<file path="src/rtl/cnn_pkg.sv">
// rtl/cnn_pkg.sv - shared types and constants for the CNN layer sequencer
package cnn_pkg;

    localparam int NUM_LAYERS = 4;

    typedef enum logic [2:0] {
        ST_IDLE      = 3'd0,
        ST_WAIT_LOAD = 3'd1,
        ST_START     = 3'd2,
        ST_RUN       = 3'd3,
        ST_SWAP      = 3'd4,
        ST_DONE      = 3'd5,
        ST_ERROR     = 3'd6
    } seq_state_t;

    localparam logic [1:0] ADDR_CTRL    = 2'd0;
    localparam logic [1:0] ADDR_STATUS  = 2'd1;
    localparam logic [1:0] ADDR_TMO     = 2'd2;
    localparam logic [1:0] ADDR_ERRCODE = 2'd3;

    localparam int CTRL_GO_BIT      = 0;
    localparam int CTRL_ABORT_BIT   = 1;
    localparam int CTRL_IRQ_CLR_BIT = 2;

    localparam logic [1:0] ERR_NONE       = 2'd0;
    localparam logic [1:0] ERR_TIMEOUT    = 2'd1;
    localparam logic [1:0] ERR_UNEXP_DONE = 2'd2;
    localparam logic [1:0] ERR_ABORT      = 2'd3;

    localparam logic [7:0] TMO_RESET = 8'hFF;

endpackage

</file>
<file path="src/rtl/seq_watchdog.sv">
// rtl/seq_watchdog.sv - per-layer watchdog counter with clear, enable and limit compare
module seq_watchdog #(
    parameter int TMO_W = 24
) (
    input  logic             clk,
    input  logic             reset,
    input  logic             clear,
    input  logic             enable,
    input  logic [TMO_W-1:0] limit,
    output logic             expired
);

    logic [TMO_W-1:0] count_q;
    logic [TMO_W-1:0] count_d;
    logic [TMO_W:0]   count_next;

    always_comb begin
        count_d = count_q;
        if (clear) begin
            count_d = '0;
        end else if (enable) begin
            count_d = count_q + 1'b1;
        end
    end

    always_ff @(posedge clk) begin
        if (reset) begin
            count_q <= '0;
        end else begin
            count_q <= count_d;
        end
    end

    // Fires on the RUN cycle whose count is limit-1, so the FSM leaves RUN exactly
    // limit cycles after entering it; >= keeps it firing if the limit shrinks mid-run.
    assign count_next = {1'b0, count_q} + {{TMO_W{1'b0}}, 1'b1};
    assign expired    = enable && (limit != '0) && (count_next >= {1'b0, limit});

endmodule

</file>
<file path="src/rtl/cnn_layer_sequencer.sv">
// rtl/cnn_layer_sequencer.sv - runs the CNN layer engines in order with buffer swaps, watchdog and host registers
module cnn_layer_sequencer #(
    parameter int NUM_LAYERS = cnn_pkg::NUM_LAYERS,
    parameter int TMO_W      = 24
) (
    input  logic                  clk,
    input  logic                  reset,
    input  logic                  chipselect,
    input  logic                  write,
    input  logic                  read,
    input  logic [1:0]            address,
    input  logic [7:0]            writedata,
    output logic [7:0]            readdata,
    input  logic [NUM_LAYERS:0]   loaded,
    output logic [NUM_LAYERS-1:0] layer_start,
    input  logic [NUM_LAYERS-1:0] layer_done,
    output logic                  buf_swap,
    output logic                  irq
);
    import cnn_pkg::*;

    localparam logic [1:0] LAST_IDX = 2'(NUM_LAYERS - 1);

    seq_state_t            state_q, state_d;
    logic [1:0]            idx_q, idx_d;
    logic [1:0]            errcode_q, errcode_d;
    logic [7:0]            tmo_q, tmo_d;
    logic                  irq_q, irq_d;
    logic [7:0]            readdata_q, readdata_d;
    logic [NUM_LAYERS-1:0] layer_start_q, layer_start_d;
    logic                  buf_swap_q, buf_swap_d;

    logic                  ctrl_wr, go, abort, irq_clr;
    logic [NUM_LAYERS-1:0] cur_mask;
    logic                  own_done, other_done;
    logic                  wd_clear, wd_enable, wd_expired;
    logic [TMO_W-1:0]      wd_limit;
    logic [7:0]            status;

    assign ctrl_wr = chipselect && write && (address == ADDR_CTRL);
    assign abort   = ctrl_wr && writedata[CTRL_ABORT_BIT];
    assign go      = ctrl_wr && writedata[CTRL_GO_BIT] && !writedata[CTRL_ABORT_BIT];
    assign irq_clr = ctrl_wr && writedata[CTRL_IRQ_CLR_BIT];

    assign cur_mask   = NUM_LAYERS'(1) << idx_q;
    assign own_done   = |(layer_done & cur_mask);
    assign other_done = |(layer_done & ~cur_mask);
    assign wd_limit   = TMO_W'({tmo_q, 16'h0000});

    seq_watchdog #(
        .TMO_W (TMO_W)
    ) u_watchdog (
        .clk     (clk),
        .reset   (reset),
        .clear   (wd_clear),
        .enable  (wd_enable),
        .limit   (wd_limit),
        .expired (wd_expired)
    );

    always_comb begin
        state_d   = state_q;
        idx_d     = idx_q;
        errcode_d = errcode_q;
        wd_clear  = 1'b0;
        wd_enable = 1'b0;
        case (state_q)
            ST_IDLE, ST_DONE, ST_ERROR: begin
                if (go) begin
                    state_d   = ST_WAIT_LOAD;
                    idx_d     = '0;
                    errcode_d = ERR_NONE;
                end
            end
            ST_WAIT_LOAD: begin
                if (&loaded) begin
                    state_d = ST_START;
                end
            end
            ST_START: begin
                wd_clear = 1'b1;
                state_d  = ST_RUN;
            end
            ST_RUN: begin
                wd_enable = 1'b1;
                // A stray done from another engine outranks our own; our own done outranks the watchdog.
                if (other_done) begin
                    state_d   = ST_ERROR;
                    errcode_d = ERR_UNEXP_DONE;
                end else if (own_done) begin
                    state_d = ST_SWAP;
                end else if (wd_expired) begin
                    state_d   = ST_ERROR;
                    errcode_d = ERR_TIMEOUT;
                end
            end
            ST_SWAP: begin
                if (idx_q == LAST_IDX) begin
                    state_d = ST_DONE;
                    idx_d   = '0;
                end else begin
                    state_d = ST_START;
                    idx_d   = idx_q + 1'b1;
                end
            end
            default: begin
                state_d = ST_IDLE;
            end
        endcase
        if (abort && (state_q != ST_IDLE)) begin
            state_d   = ST_ERROR;
            idx_d     = idx_q;
            errcode_d = ERR_ABORT;
        end
    end

    // Output pulses are registered, so they trail the START/SWAP state by one cycle.
    always_comb begin
        layer_start_d = (state_q == ST_START) ? cur_mask : '0;
        buf_swap_d    = (state_q == ST_SWAP);
        irq_d         = irq_q;
        if (irq_clr) begin
            irq_d = 1'b0;
        end
        if ((state_d != state_q) && ((state_d == ST_DONE) || (state_d == ST_ERROR))) begin
            irq_d = 1'b1;
        end
        tmo_d = tmo_q;
        if (chipselect && write && (address == ADDR_TMO)) begin
            tmo_d = writedata;
        end
    end

    assign status = {irq_q, (state_q == ST_ERROR), (state_q == ST_DONE), idx_q, state_q};

    always_comb begin
        readdata_d = readdata_q;
        if (chipselect && read) begin
            case (address)
                ADDR_STATUS:  readdata_d = status;
                ADDR_TMO:     readdata_d = tmo_q;
                ADDR_ERRCODE: readdata_d = {6'b0, errcode_q};
                default:      readdata_d = 8'h00;
            endcase
        end
    end

    always_ff @(posedge clk) begin
        if (reset) begin
            state_q       <= ST_IDLE;
            idx_q         <= '0;
            errcode_q     <= ERR_NONE;
            tmo_q         <= TMO_RESET;
            irq_q         <= 1'b0;
            readdata_q    <= 8'h00;
            layer_start_q <= '0;
            buf_swap_q    <= 1'b0;
        end else begin
            state_q       <= state_d;
            idx_q         <= idx_d;
            errcode_q     <= errcode_d;
            tmo_q         <= tmo_d;
            irq_q         <= irq_d;
            readdata_q    <= readdata_d;
            layer_start_q <= layer_start_d;
            buf_swap_q    <= buf_swap_d;
        end
    end

    assign readdata    = readdata_q;
    assign layer_start = layer_start_q;
    assign buf_swap    = buf_swap_q;
    assign irq         = irq_q;

endmodule

</file>
<file path="config.mk">
export PLATFORM = sky130hd
export DESIGN_NAME = cnn_layer_sequencer
export DESIGN_NICKNAME = d
export VERILOG_FILES = /design/src/rtl/cnn_pkg.sv /design/src/rtl/seq_watchdog.sv /design/src/rtl/cnn_layer_sequencer.sv
export SDC_FILE = /design/constraint.sdc
export NUM_CORES = 1
export LEC_CHECK = 0
export ABC_AREA = 1
export CAP_MARGIN = 10
export CORE_MARGIN = 1
export CORE_UTILIZATION = 50
export DETAILED_ROUTE_END_ITERATION = 8
export PLACE_DENSITY = 0.84
export SLEW_MARGIN = 20
export SYNTH_ARGS = -nofsm -noshare
export SYNTH_HDL_FRONTEND = slang
export SYNTH_SLANG_ARGS = --single-unit
</file>
<file path="constraint.sdc">
create_clock -name clk -period 3.2 [get_ports clk]
set_input_delay 0.96 -clock clk [delete_from_list [all_inputs] [get_ports clk]]
set_output_delay 0.96 -clock clk [all_outputs]
set_load 0.02 [all_outputs]
</file>
# Word-level counts from Yosys, hierarchy flattened
# Index checks and enable logic that the tools add are counted.
[totals]
register_bits = 53
input_bits = 24
out_inout_bits = 14
wordCells = 86
[op_classes]
magnitude_cmp = 1
eq_ne = 17
add_sub_neg = 3
bitwise = 5
reduce_logical = 29
mux = 21
shifts = 1
[ops]
columns = ["op", "n"]
rows = [
  ["$add A24 B1 Y25 const B", 1],
  ["$ge A25 B24 Y1", 1],
  ["$add A24 B1 Y24 const B", 1],
  ["$pmux W8 S3", 1],
  ["$reduce_bool A24 Y1", 1],
  ["$mux W3", 7],
  ["$eq A3 B3 Y1 const B", 5],
  ["$pmux W3 S5", 1],
  ["$logic_and A1 B1 Y1", 12],
  ["$mux W2", 6],
  ["$and A4 B4 Y4", 2],
  ["$pmux W2 S2", 2],
  ["$reduce_or A4 Y1", 2],
  ["$eq A2 B2 Y1 const B", 3],
  ["$eq A3 B2 Y1 const B", 2],
  ["$reduce_bool A3 Y1", 2],
  ["$reduce_and A5 Y1", 1],
  ["$mux W1", 4],
  ["$ne A4 B3 Y1 const B", 1],
  ["$ne A4 B4 Y1 const B", 1],
  ["$not A4 Y4", 1],
  ["$reduce_and A4 Y1", 1],
  ["$reduce_bool A2 Y1", 2],
  ["$reduce_or A2 Y1", 2],
  ["14 further kinds", 15],
]

# Longest topological paths before layout
# Gate-level depths: netlist (run 1).
[logic_depth]
depth_word = 13
mapped_depth = 27
depth_no_buf = 27

# Modules after synthesis
# From an unflattened synthesis (run 1), not the netlist that was laid out.
[unflattened]
cells_unflattened = 585
area_unflattened_um2 = 3787.4
[by_module_without_submodules]
columns = ["module", "area_per_inst_um2", "cells_per_inst", "seq_area_each_um2", "n_inst"]
rows = [
  ["seq_watchdog", 2225.9, 354, 480.5, 1],
  ["cnn_layer_sequencer", 1561.5, 231, 580.6, 1],
]

# Worst setup path after synthesis (run 1)
# OpenSTA, ideal clock, no wires.
[synth_timing]
path_type = "register -> register"
start = "reg u_watchdog.count_q[0]"
end = "reg errcode_q[1]"
synth_period_minus_slack_ps = 2799
slack_ps = 401
setup_ps = 128
required_time_ps = 3072
arrival_time_ps = 2671
path_stages_with_launch = 25
path_buffers = 0
path_cell_list = "dfxtp_1 ha_1 nand2_2 nor2_4 nand2_4 nor2_4 nand2_1 xor2_1 inv_1 ha_1 nand2_1 inv_1 nand3_1 nor2_1 nand2_1 nor2_1 nand2_1 nor2_1 nand3_1 nand2_1 nand2_2 nand2_1 nand3_1 a211oi_1 nor2_1"
[synth_via]
elab_chain_len = 5
[synth_lines]
columns = ["item", "line", "text"]
rows = [
  ["from (decl)", "seq_watchdog.sv:13", "logic [TMO_W-1:0] count_q;"],
  ["from (signal assigned)", "seq_watchdog.sv:30", "count_q <= count_d;"],
  ["$add A24 B1 Y25", "seq_watchdog.sv:36", "assign count_next = {1'b0, count_q} + {{TMO_W{1'b0}}, 1'b1};"],
  ["named net u_watchdog.count_next[20]", "seq_watchdog.sv:15", "logic [TMO_W:0] count_next;"],
  ["$ge A25 B24 Y1", "seq_watchdog.sv:37", "assign expired = enable && (limit != '0) && (count_next >= {1'b0, limit});"],
  ["$logic_and A1 B1 Y1", "seq_watchdog.sv:37", ""],
  ["$ne A4 B3 Y1 (no line)", "--", ""],
  ["$reduce_and A4 Y1 (no line)", "--", ""],
  ["to (signal assigned)", "cnn_layer_sequencer.sv:161", "errcode_q <= errcode_d;"],
  ["to (decl)", "cnn_layer_sequencer.sv:26", "logic [1:0] errcode_q, errcode_d;"],
]
# The timed path passes the listed nets, and every way through them passes these cells.
# A chain may end at the register's enable or synchronous reset.

# Final worst setup path (run 1)
[layout_timing]
start = "reg u_watchdog.count_q[5]"
end = "reg irq_q, in the netlist irq"
[layout_via]
elab_chain_len = 12
word_cells_on_any_way = 15
classes_between = "1 x add/sub; 1 x order compare; 3 x eq/ne; 6 x mux; 4 x reduce/logical"
[layout_lines]
columns = ["item", "line", "text"]
rows = [
  ["$add A24 B1 Y25 *", "seq_watchdog.sv:36", ""],
  ["named net u_watchdog.count_next[19]", "seq_watchdog.sv:15", ""],
  ["$ge A25 B24 Y1 *", "seq_watchdog.sv:37", ""],
  ["$logic_and A1 B1 Y1 *", "seq_watchdog.sv:37", ""],
  ["$mux W3 *", "cnn_layer_sequencer.sv:92", "end else if (wd_expired) begin"],
  ["$mux W3 *", "cnn_layer_sequencer.sv:90", "end else if (own_done) begin"],
  ["$mux W3 *", "cnn_layer_sequencer.sv:87", "if (other_done) begin"],
  ["$pmux W3 S5 *", "cnn_layer_sequencer.sv:67", "case (state_q)"],
  ["$mux W3 *", "cnn_layer_sequencer.sv:110", "if (abort && (state_q != ST_IDLE)) begin"],
  ["$eq A3 B3 Y1", "cnn_layer_sequencer.sv:125", "if ((state_d != state_q) && ((state_d == ST_DONE) || (state_d == ST_ERROR))) begin"],
  ["$logic_or A1 B1 Y1", "cnn_layer_sequencer.sv:125", ""],
  ["$logic_and A1 B1 Y1 *", "cnn_layer_sequencer.sv:125", ""],
  ["$mux W1 or $reduce_bool A2 Y1 (tied branches)", "--", ""],
  ["to (signal assigned)", "cnn_layer_sequencer.sv:163", "irq_q <= irq_d;"],
  ["to (decl)", "cnn_layer_sequencer.sv:28", "logic irq_q, irq_d;"],
]
# The timed path passes the listed nets; every way through them passes the cells marked *.

==> summary.txt, run 1 <==
CTS
  – Clock buffer depth: 2
  – Skew-Pair Late Insertion Delay: 0.32 ns
  – Post-CTS Hold Buffers: 0
  – Htree depth: 2
  – TritonCTS Sinks: 53
  – TritonCTS Buffers: 5
  – TritonCTS clock tree: built
  – Clock slew at reported path FFs: 0.11 ns
  – Clock root buffer: clkbuf_8

Logic synthesis
  – Adder-Cell Fraction of Synth Area: 5.017%
  – Largest family of logic cells by synthesized area: simple AND/OR/NAND/NOR gates
  – Seq cells post-synth: 53
  – Post-Synth Simple-Gate Area: 30.95%
  – Sequential area share after synthesis: 32.73%
  – Synth Area in Compound Gates: 16.56%
  – Cells after Synth: 495
  – Distinct cells, synth: 33
  – Ys Warns: 0
  – Mean area per synthesized cell: 6.549 µm²
  – Synthesized area: 3242 µm²
  – Net Count, Synth: 532
  – XOR/XNOR Fraction of Synth Area: 2.702%
  – Multiplexer share of the synthesized area: 0%

Finish
  – Fraction of layout cells with a size suffix above 1: 10.33%
  – Fin nets: 578
  – Area Overhead vs Synth: 21.54%
  – Final instance area: 3940 µm²
  – Fillers: 544
  – ANT cells: 0

Drt
  – Vias per cell: 5.389
  – Routed WL: 8200 µm
  – DRC: 0
  – Detailed Routing Iterations Pass 1: 5
  – Initial drt markers: 198
  – Via count: 3,325
  – Post-route ant nets: 0
  – Routed len/inst: 13.29 µm

Global routing
  – Total grt overflow: 0
  – Total GRT Usage: 24.92%
  – Initial antenna violation count: 0
  – First-pass GRT wire length: 13,060 µm
  – Vias in the first global route: 3,005
  – Largest net degree at the start of global routing: 31

Floorplanning
  – Initial Utilization: 53.18%
  – Placeable Area: 6096 µm²
  – I/O Pins: 38
  – Die height: 82.52 µm
  – Die Span X: 82.52 µm
  – Die area: 6810 µm²
  – FP Rows: 28

Placement
  – Placement Cell Area: 3729 µm²
  – IO buf count: 37
  – GPL Wtd Cong: 0.9485
  – DP Wirelength: 6172 µm

Pwr
  – Max IR drop VDD: 320.9 µV
  – Sequential share of power: 43.0%
  – Switching Share: 39.09%
  – Leakage: 1.863 nW
  – Clock network power share: 21.5%
  – Int Pwr: 1.123 mW
  – Combinational power share: 35.5%
  – PwrDens: 468.1 nW/µm²
  – Switching pwr: 721.0 µW

Critical path
  – Launch point of the worst reg-to-reg path: u_watchdog.count_q[5]
  – Critical path required time: 3.46 ns
  – Crit Path Class: reg2reg
  – Family with the most delay on the worst path: simple AND/OR/NAND/NOR gates
  – Cell mode on critical path: nand2_1
  – CP Cell Sequence: nand2_1 > inv_1 > nand2_1 > nor2_4 > nand4_4 > nor3_4 > xor2_1 > ha_1 > nand2_1 > inv_1 > nand3_1 > nor2_1 > o21ai_0 > nand2_1 > a21oi_1 > nand2_1 > nand2_2 > nand3_2 > nand2_2 > nand3_1 > nand2_1 > nand3_2 > a21oi_2
  – Critical Path Start Type: flip-flop
  – R2R cell count: 23
  – CP Depth: 23
  – CP Max Fanout: 4
  – Critical R2R Capture: irq
  – Worst EP arrival: 3.26 ns
  – Reg2Reg Setup Slack: 0.20 ns
  – Worst Path Buf+Inv: 2
  – Crit. End Element: flip-flop
  – Worst path slowest cell: dfxtp_1
  – Crit-path max cell delay: 0.38 ns

STA
  – Setup-failing EPs final: 0
  – Final Cycle Share: 93.86%
  – WHS: 0.4783 ns
  – Final Hold Vio Count: 0
  – Min Tclk post-route: 3.004 ns
  – Slew @ Worst Pin: 0.8957 ns
  – Max Freq: 332.9 MHz
  – Slew HR: 40.22%
  – Final Skew: 0.01210 ns
  – Max-slew violations: 0

Min path
  – Hold path start: readdata[1]
  – WHS Endpoint: readdata[1]
  – Worst min path class: reg2reg
  – Hold Crit Depth: 2

Flow run
  – Max-capacitance violation count: 0

Run status
  – Status: complete, no violations
==> layout by cell type (no fill, tap or decap), types with 2 or more instances in the layout <==
cell type / n
nand2_2: 6
nand3_2: 3
ha_1: 12
nor4_1: 4
nand3_1: 17
a31oi_1: 2
clkbuf_8: 5
clkinv_1: 2
nor3_1: 5
xor2_1: 7
dfxtp_1: 48
nor2_1: 46
nor2_2: 6
and3_1: 2
nor2_4: 6
o221ai_1: 5
nand4_1: 8
xor2_2: 2
buf_4: 12
o22ai_1: 3
o21ai_0: 31
nand2_1: 116
clkdlybuf4s50_1: 37
o211ai_1: 11
inv_1: 92
a21oi_1: 28
o21bai_1: 2
dfxtp_2: 4
a211oi_1: 3
==> registers in the layout, indices dropped and copies added (netlist names) <==
name / flops
irq: 1
idx_q: 2
layer_start: 4
buf_swap: 1
readdata: 8
state_q: 3
tmo_q: 8
u_watchdog.count_q: 24
errcode_q: 2
==> per-stage QoR <==
stage                     std cells  total power [mW]  utilization (%)  setup TNS [ns]  worst slack [ns]
after floorplan                 495             1.246                -               0            0.4012
after global placement          605             1.420            61.17               0            0.2177
after detailed placement        605             1.435            61.17               0           0.09955
after CTS                       613             1.829            62.64               0           0.07670
after global routing            617             1.972            64.63        -0.05979          -0.03687
final                           617             1.844            64.63               0            0.1964
==> routing by layer <==
layer,track usage [%],share of wire [%],routed length (µm),up-vias
met4,9.483,2.2,182,0
li1,-,-,-,1678
met1,29.48,43,3534,1491
met3,4.615,6.2,510,18
met2,44.38,48,3972,138
met5,0,0,0,-
==> cells by family (layout without fill, tap and decap cells) <==
logic type	Yosys count	after routing
XOR/XNOR	10	10
AND/OR/NAND/NOR	224	224
adder cells (fa/ha/maj)	13	13
AO/OA/AOI/OAI	91	91
flip-flops	53	53
buffers and inverters	104	151
==> how the worst max path moves through the flow <==
stage | startpoint | end | slack (ns)
after global routing | u_watchdog.count_q[5] | irq | -0.04
final | u_watchdog.count_q[5] | irq | 0.20
after CTS | u_watchdog.count_q[1] | irq | 0.08
after detailed placement | u_watchdog.count_q[1] | irq | 0.1
after floorplan | u_watchdog.count_q[0] | errcode_q[1] | 0.40
after global placement | u_watchdog.count_q[0] | irq | 0.22
==> final cells by class <==
cell class | count | area [µm²] | area share, %
Clock buffer | 5 | 68.82 | 1.747
Clock inverter | 3 | 21.27 | 0.5399
Inverter | 94 | 352.8 | 8.955
Multi-Input combinational cell | 338 | 1873 | 47.54
Sequential cell | 53 | 1070 | 27.15
Tap cell | 75 | 93.84 | 2.382
Timing Repair Buffer | 49 | 460.4 | 11.69
==> power by group through the flow <==
stage | clock (mW) | sequential [mW] | combinational (mW)
global route | 0.432 | 0.804 | 0.736
global placement | 0 | 0.801 | 0.619
detailed placement | 0 | 0.803 | 0.632
finish | 0.397 | 0.792 | 0.655
floorplan | 0 | 0.802 | 0.444
CTS | 0.407 | 0.788 | 0.634
==> worst min-delay path, cell delays in order (launching register included) <==
cell and delay [ns]:
dfxtp_1 0.33, nand2_1 0.06, a21oi_1 0.06
==> cell usage after synthesis <==
master | instances | area [µm²]
nand3b_1 | 1 | 7.510
nor2_1 | 48 | 180.2
inv_1 | 92 | 345.3
o221ai_1 | 5 | 43.79
nand2_1 | 117 | 439.2
and3_1 | 2 | 12.51
nand3_2 | 3 | 30.03
a22oi_1 | 1 | 7.510
dfxtp_1 | 53 | 1061
o2111ai_1 | 1 | 8.760
nand2_2 | 5 | 31.28
clkbuf_1 | 10 | 37.54
nand4_2 | 1 | 12.51
ha_1 | 13 | 162.7
a221oi_1 | 1 | 8.760
nor2_4 | 4 | 45.04
nor2_2 | 6 | 37.54
o22ai_1 | 3 | 18.77
nand3_1 | 17 | 85.08
clkinv_1 | 2 | 7.510
o211ai_1 | 11 | 82.58
nand4_1 | 8 | 50.05
a211oi_1 | 4 | 30.03
a21oi_1 | 28 | 140.1
xnor2_1 | 1 | 8.760
o21ai_0 | 32 | 160.2
a21oi_2 | 1 | 8.760
nor4_1 | 5 | 31.28
o21bai_1 | 2 | 15.01
nand2_4 | 1 | 11.26
nor3_1 | 6 | 30.03
a31oi_1 | 2 | 12.51
xor2_1 | 9 | 78.83
==> repair_timing <==
action,4_1_cts,5_1_grt
gates resized for setup,0,22
endpoints found under the setup margin,0,5
buffers inserted,0,4
(Power assumes the default switching activity.)
==> run 2: changes to the inputs <==
--- a/config.mk
+++ b/config.mk
@@ -10,6 +10,7 @@
 export CORE_MARGIN = 1
 export CORE_UTILIZATION = 50
 export DETAILED_ROUTE_END_ITERATION = 8
+export MAX_ROUTING_LAYER = met4
 export PLACE_DENSITY = 0.84
 export SLEW_MARGIN = 20
 export SYNTH_ARGS = -nofsm -noshare
==> constraint.sdc (replaced) <==
create_clock -name clk -period 3.67 [get_ports clk]
set_input_delay 1.101 -clock clk [delete_from_list [all_inputs] [get_ports clk]]
set_output_delay 1.101 -clock clk [all_outputs]
set_load 0.02 [all_outputs]
==> summary.txt, run 2 (synthesized netlist as in run 1, its figures left out) <==
STA
  – Min Tclk post-route: 3.245 ns
  – Final Skew: 0.01867 ns
  – Setup-failing EPs final: 0
  – Max-slew violations: 0
  – RSZ-0062 raised after global routing: false
  – Final Cycle Share: 88.43%
  – Setup TNS: 0 ns
  – Max Freq: 308.1 MHz
  – Final Hold Vio Count: 0
  – Slew @ Worst Pin: 0.5195 ns
  – Slew HR: 65.36%

Floorplanning
  – Die area: 6810 µm²
  – FP Rows: 28
  – I/O Pins: 38
  – Die height: 82.52 µm
  – Placeable Area: 6096 µm²
  – Die Span X: 82.52 µm
  – Initial Utilization: 53.18%

Drt
  – Via count: 3,221
  – Routed WL: 7788 µm
  – Detailed Routing Iterations Pass 1: 4
  – DRC: 0
  – Post-route ant nets: 0
  – Initial drt markers: 177
  – Routed len/inst: 12.77 µm
  – Vias per cell: 5.280

Global routing
  – Total GRT Usage: 25.15%
  – Total grt overflow: 0
  – First-pass GRT wire length: 12,730 µm
  – Vias in the first global route: 3,001
  – Initial antenna violation count: 0
  – Largest net degree at the start of global routing: 26

Run status
  – Status: complete, no violations

Critical path
  – Critical path required time: 3.87 ns
  – Crit. End Element: flip-flop
  – Crit Path Class: reg2reg
  – Reg2Reg Setup Slack: 0.42 ns
  – Crit-path max cell delay: 0.40 ns
  – Worst path slowest cell: dfxtp_1
  – CP Cell Sequence: ha_1 > nand2_2 > nor2_4 > nand2_4 > nor2_4 > nand2_1 > xor2_1 > inv_1 > ha_1 > nand2_1 > inv_1 > nand3_1 > nor2_1 > nand2_1 > nor2_1 > nand2_1 > nor2_1 > nand3_1 > nand2_1 > nand2_2 > nand2_1 > nand3_1 > a211oi_1 > nor2_1
  – Family with the most delay on the worst path: simple AND/OR/NAND/NOR gates
  – CP Max Fanout: 4
  – Worst EP arrival: 3.45 ns
  – Critical Path Start Type: flip-flop
  – Cell mode on critical path: nand2_1
  – Worst Path Buf+Inv: 2

Flow run
  – Max-capacitance violation count: 0

CTS
  – Postcts setup bufs: 0
  – Clock slew at reported path FFs: 0.12 ns
  – TritonCTS clock tree: built
  – TritonCTS Sinks: 53
  – Clock root buffer: clkbuf_8
  – Clock buffer depth: 2
  – Cts repair resizes: 0
  – Htree depth: 2
  – Skew-Pair Late Insertion Delay: 0.33 ns
  – Post-CTS Hold Buffers: 0
  – TritonCTS Buffers: 5

Finish
  – Fin nets: 571
  – Max FFs per register: 24
  – ANT cells: 0
  – Final instance area: 3801 µm²
  – Area Overhead vs Synth: 17.25%
  – Biggest register: u_watchdog.count_q
  – Commonest cells after routing, fill and taps aside: nand2_1 (117), inv_1 (92), dfxtp_1 (53)
  – Fraction of layout cells with a size suffix above 1: 6.355%
  – Most common cell after layout, fill and taps aside: nand2_1

Pwr
  – PwrDens: 418.5 nW/µm²
  – Max IR drop VDD: 223.6 µV
  – Leakage: 1.792 nW

Min path
  – Worst min path class: reg2reg

Placement
  – DP Wirelength: 6101 µm
  – GPL Wtd Cong: 0.9655
  – Placement Cell Area: 3706 µm²
  – IO buf count: 37
## run 2: path summary, 6_finish.rpt
kind / to / startpoint / cells past startpoint
worst max-delay path: errcode_q[1] / u_watchdog.count_q[1] / 24
worst min-delay path: readdata[1] / readdata[1] / 2
worst max register to register: errcode_q[1] / u_watchdog.count_q[1] / 24
worst min register to register: readdata[1] / readdata[1] / 2
## run 2: routing by layer
| layer | global-route usage (%) | routed length (µm) |
|---|---|---|
| met5 | - | 0 |
| met4 | 9.310 | 157 |
| met3 | 4.066 | 395 |
| met2 | 45.37 | 3829 |
| met1 | 27.76 | 3405 |
## run 2: final cells by class
class / instances / area [µm²]
clock inverter: 3 / 26.28
multi-input combinational: 338 / 1790
tap: 75 / 93.84
fill: 597 / 2295
clock buffer: 5 / 68.82
sequential: 53 / 1061
timing repair buffer: 42 / 407.9
inverter: 94 / 352.8
## run 2: tightest hold or removal path, stage by stage (launching register included)
cell and delay [ns]:
dfxtp_1 0.33, nand2_1 0.06, a21oi_1 0.05
## run 2: report_power, final
part	switching [mW]	leakage [nW]	total [mW]	internal, mW
combinational	0.344	1.32	0.546	0.202
clock	0.216	0.0423	0.355	0.139
sequential	0.0553	0.430	0.690	0.635
total	0.615	1.79	1.59	0.976
## run 2: through the flow
stage / std cells / util, % / setup WS (ns) / hold WS (ns) / power, mW
floorplan: 495 / - / 0.8712 / 0.4257 / 1.087
global placement: 602 / 60.80 / 0.5721 / 0.4532 / 1.235
detailed placement: 602 / 60.80 / 0.4645 / 0.4541 / 1.243
CTS: 610 / 62.36 / 0.4212 / 0.4714 / 1.598
global route: 610 / 62.36 / 0.08399 / 0.4976 / 1.710
finish: 610 / 62.36 / 0.4247 / 0.4712 / 1.591
==> run 3: changes to the inputs <==
--- a/config.mk
+++ b/config.mk
@@ -7,6 +7,7 @@
 export LEC_CHECK = 0
 export ABC_AREA = 1
 export CAP_MARGIN = 10
+export CORE_ASPECT_RATIO = 2
 export CORE_MARGIN = 1
 export CORE_UTILIZATION = 50
 export DETAILED_ROUTE_END_ITERATION = 8
==> summary.txt, run 3 (synthesized netlist as in run 1, its figures left out) <==
Run status
  – Status: complete, no violations

Finish
  – Max FFs per register: 24
  – Fraction of layout cells with a size suffix above 1: 6.916%
  – Fillers: 584
  – Post-Layout Cell Count: 621
  – ANT cells: 0
  – Most common cell after layout, fill and taps aside: nand2_1
  – Biggest register: u_watchdog.count_q
  – Fin nets: 571
  – Area Overhead vs Synth: 19.64%
  – Commonest cells after routing, fill and taps aside: nand2_1 (117), inv_1 (92), dfxtp_1 (52)
  – Final core utilization: 61.98%

CTS
  – TritonCTS clock tree: built
  – Clock slew at reported path FFs: 0.08 ns
  – Clock root buffer: clkbuf_16
  – Postcts setup bufs: 0
  – Post-CTS Hold Buffers: 0
  – Clock buffer depth: 2
  – TritonCTS Sinks: 53
  – TritonCTS Buffers: 5
  – Htree depth: 2
  – Cts repair resizes: 0
  – Skew-Pair Late Insertion Delay: 0.30 ns

Pwr
  – Max IR drop VDD: 257.7 µV
  – PwrDens: 456.4 nW/µm²
  – Leakage: 1.819 nW

Critical path
  – Crit. End Element: flip-flop
  – Cell mode on critical path: nand2_1
  – Critical path required time: 3.91 ns
  – CP Cell Sequence: ha_2 > nand2_2 > nor2_4 > nand2_4 > nor2_4 > nand2_1 > xor2_1 > inv_1 > ha_1 > a21oi_1 > nand2_1 > o21ai_0 > nand2_1 > a21oi_1 > nand2_1 > nand2_2 > nand3_2 > nand2_2 > nand3_1 > nand2_1 > nand3_2 > a21oi_2
  – Critical Path Start Type: flip-flop
  – Family with the most delay on the worst path: simple AND/OR/NAND/NOR gates
  – Worst Path Buf+Inv: 1
  – Crit Path Class: reg2reg
  – Worst path slowest cell: dfxtp_1
  – Worst EP arrival: 3.54 ns
  – CP Max Fanout: 4
  – Crit-path max cell delay: 0.39 ns

Floorplanning
  – Placeable Area: 6259 µm²
  – Initial Utilization: 51.80%
  – Die height: 115.9 µm
  – I/O Pins: 38
  – FP Rows: 41
  – Die Span X: 58.94 µm
  – Die area: 6829 µm²

Placement
  – DP Wirelength: 7089 µm
  – Placed insts: 613
  – IO buf count: 37
  – GPL Wtd Cong: 1.070

Drt
  – Detailed Routing Iterations Pass 1: 6
  – Initial drt markers: 272
  – Via count: 3,360
  – Post-route ant nets: 0
  – Vias per cell: 5.411
  – Routed len/inst: 14.65 µm
  – DRC: 0
  – Routed WL: 9100 µm

STA
  – Final Cycle Share: 89.95%
  – Setup-failing EPs final: 0
  – WHS: 0.4758 ns
  – RSZ-0062 raised after global routing: false
  – Slew HR: 69.53%
  – Final Skew: 0.005516 ns
  – Max-slew violations: 0
  – Min Tclk post-route: 3.301 ns
  – Max Freq: 302.9 MHz
  – Setup TNS: 0 ns
  – Slew @ Worst Pin: 0.4571 ns
  – Final Hold Vio Count: 0

Flow run
  – Max-capacitance violation count: 0

Global routing
  – Vias in the first global route: 3,314
  – Initial antenna violation count: 0
  – First-pass GRT wire length: 14,810 µm
  – Largest net degree at the start of global routing: 29
  – Total grt overflow: 0
  – Total GRT Usage: 29.87%

Min path
  – Worst min path class: reg2reg
## run 3: through the flow
step	setup slack [ns]	cell area (µm²)	total power [mW]
floorplan	0.8712	3242	1.087
global placement	0.4886	3720	1.252
detailed placement	0.3641	3720	1.271
CTS	0.3263	3870	1.754
global route	0.02603	3879	1.873
finish	0.3687	3879	1.770
## run 3: metal layers
layer	GRT usage [%]	vias up	wire [µm]	share of wire [%]
met5	-	-	0	0
met4	20.16	0	575	6.3
met3	5.692	40	392	4.3
met2	57.50	125	5086	56
met1	23.86	1529	3045	33
li1	-	1666	-	-
## run 3: final timing paths
kind	endpoint	cells after the start	slack, ns	from
worst max-delay path	irq	22	0.37	u_watchdog.count_q[0]
worst min-delay path	errcode_q[0]	2	0.48	errcode_q[0]
worst max register to register	irq	22	0.37	u_watchdog.count_q[0]
worst min register to register	errcode_q[0]	2	0.48	errcode_q[0]
## run 3: power by group
group	leakage [nW]	switching [mW]	internal, mW
combinational	1.32	0.382	0.203
clock	0.0704	0.235	0.257
sequential	0.431	0.0592	0.635
total	1.82	0.676	1.09
## run 3: area by class of cell
| cell class | count | area [µm²] | share of cell area [%] |
|---|---|---|---|
| Multi-Input combinational cell | 338 | 1798 | 46.35 |
| Sequential cell | 53 | 1062 | 27.39 |
| Timing Repair Buffer | 42 | 407.9 | 10.52 |
| Inverter | 94 | 352.8 | 9.097 |
| Clock buffer | 5 | 125.1 | 3.226 |
| Tap cell | 86 | 107.6 | 2.774 |
| Clock inverter | 3 | 25.02 | 0.6452 |
## run 3: worst register-to-register path: stages, from the launching register on
cell and delay (ns):
dfxtp_1 0.39, ha_2 0.24, nand2_2 0.09, nor2_4 0.18, nand2_4 0.10, nor2_4 0.18
nand2_1 0.08, xor2_1 0.19, inv_1 0.07, ha_1 0.30, a21oi_1 0.19, nand2_1 0.07
o21ai_0 0.19, nand2_1 0.07, a21oi_1 0.19, nand2_1 0.11, nand2_2 0.09, nand3_2 0.07
nand2_2 0.08, nand3_1 0.07, nand2_1 0.09, nand3_2 0.08, a21oi_2 0.11
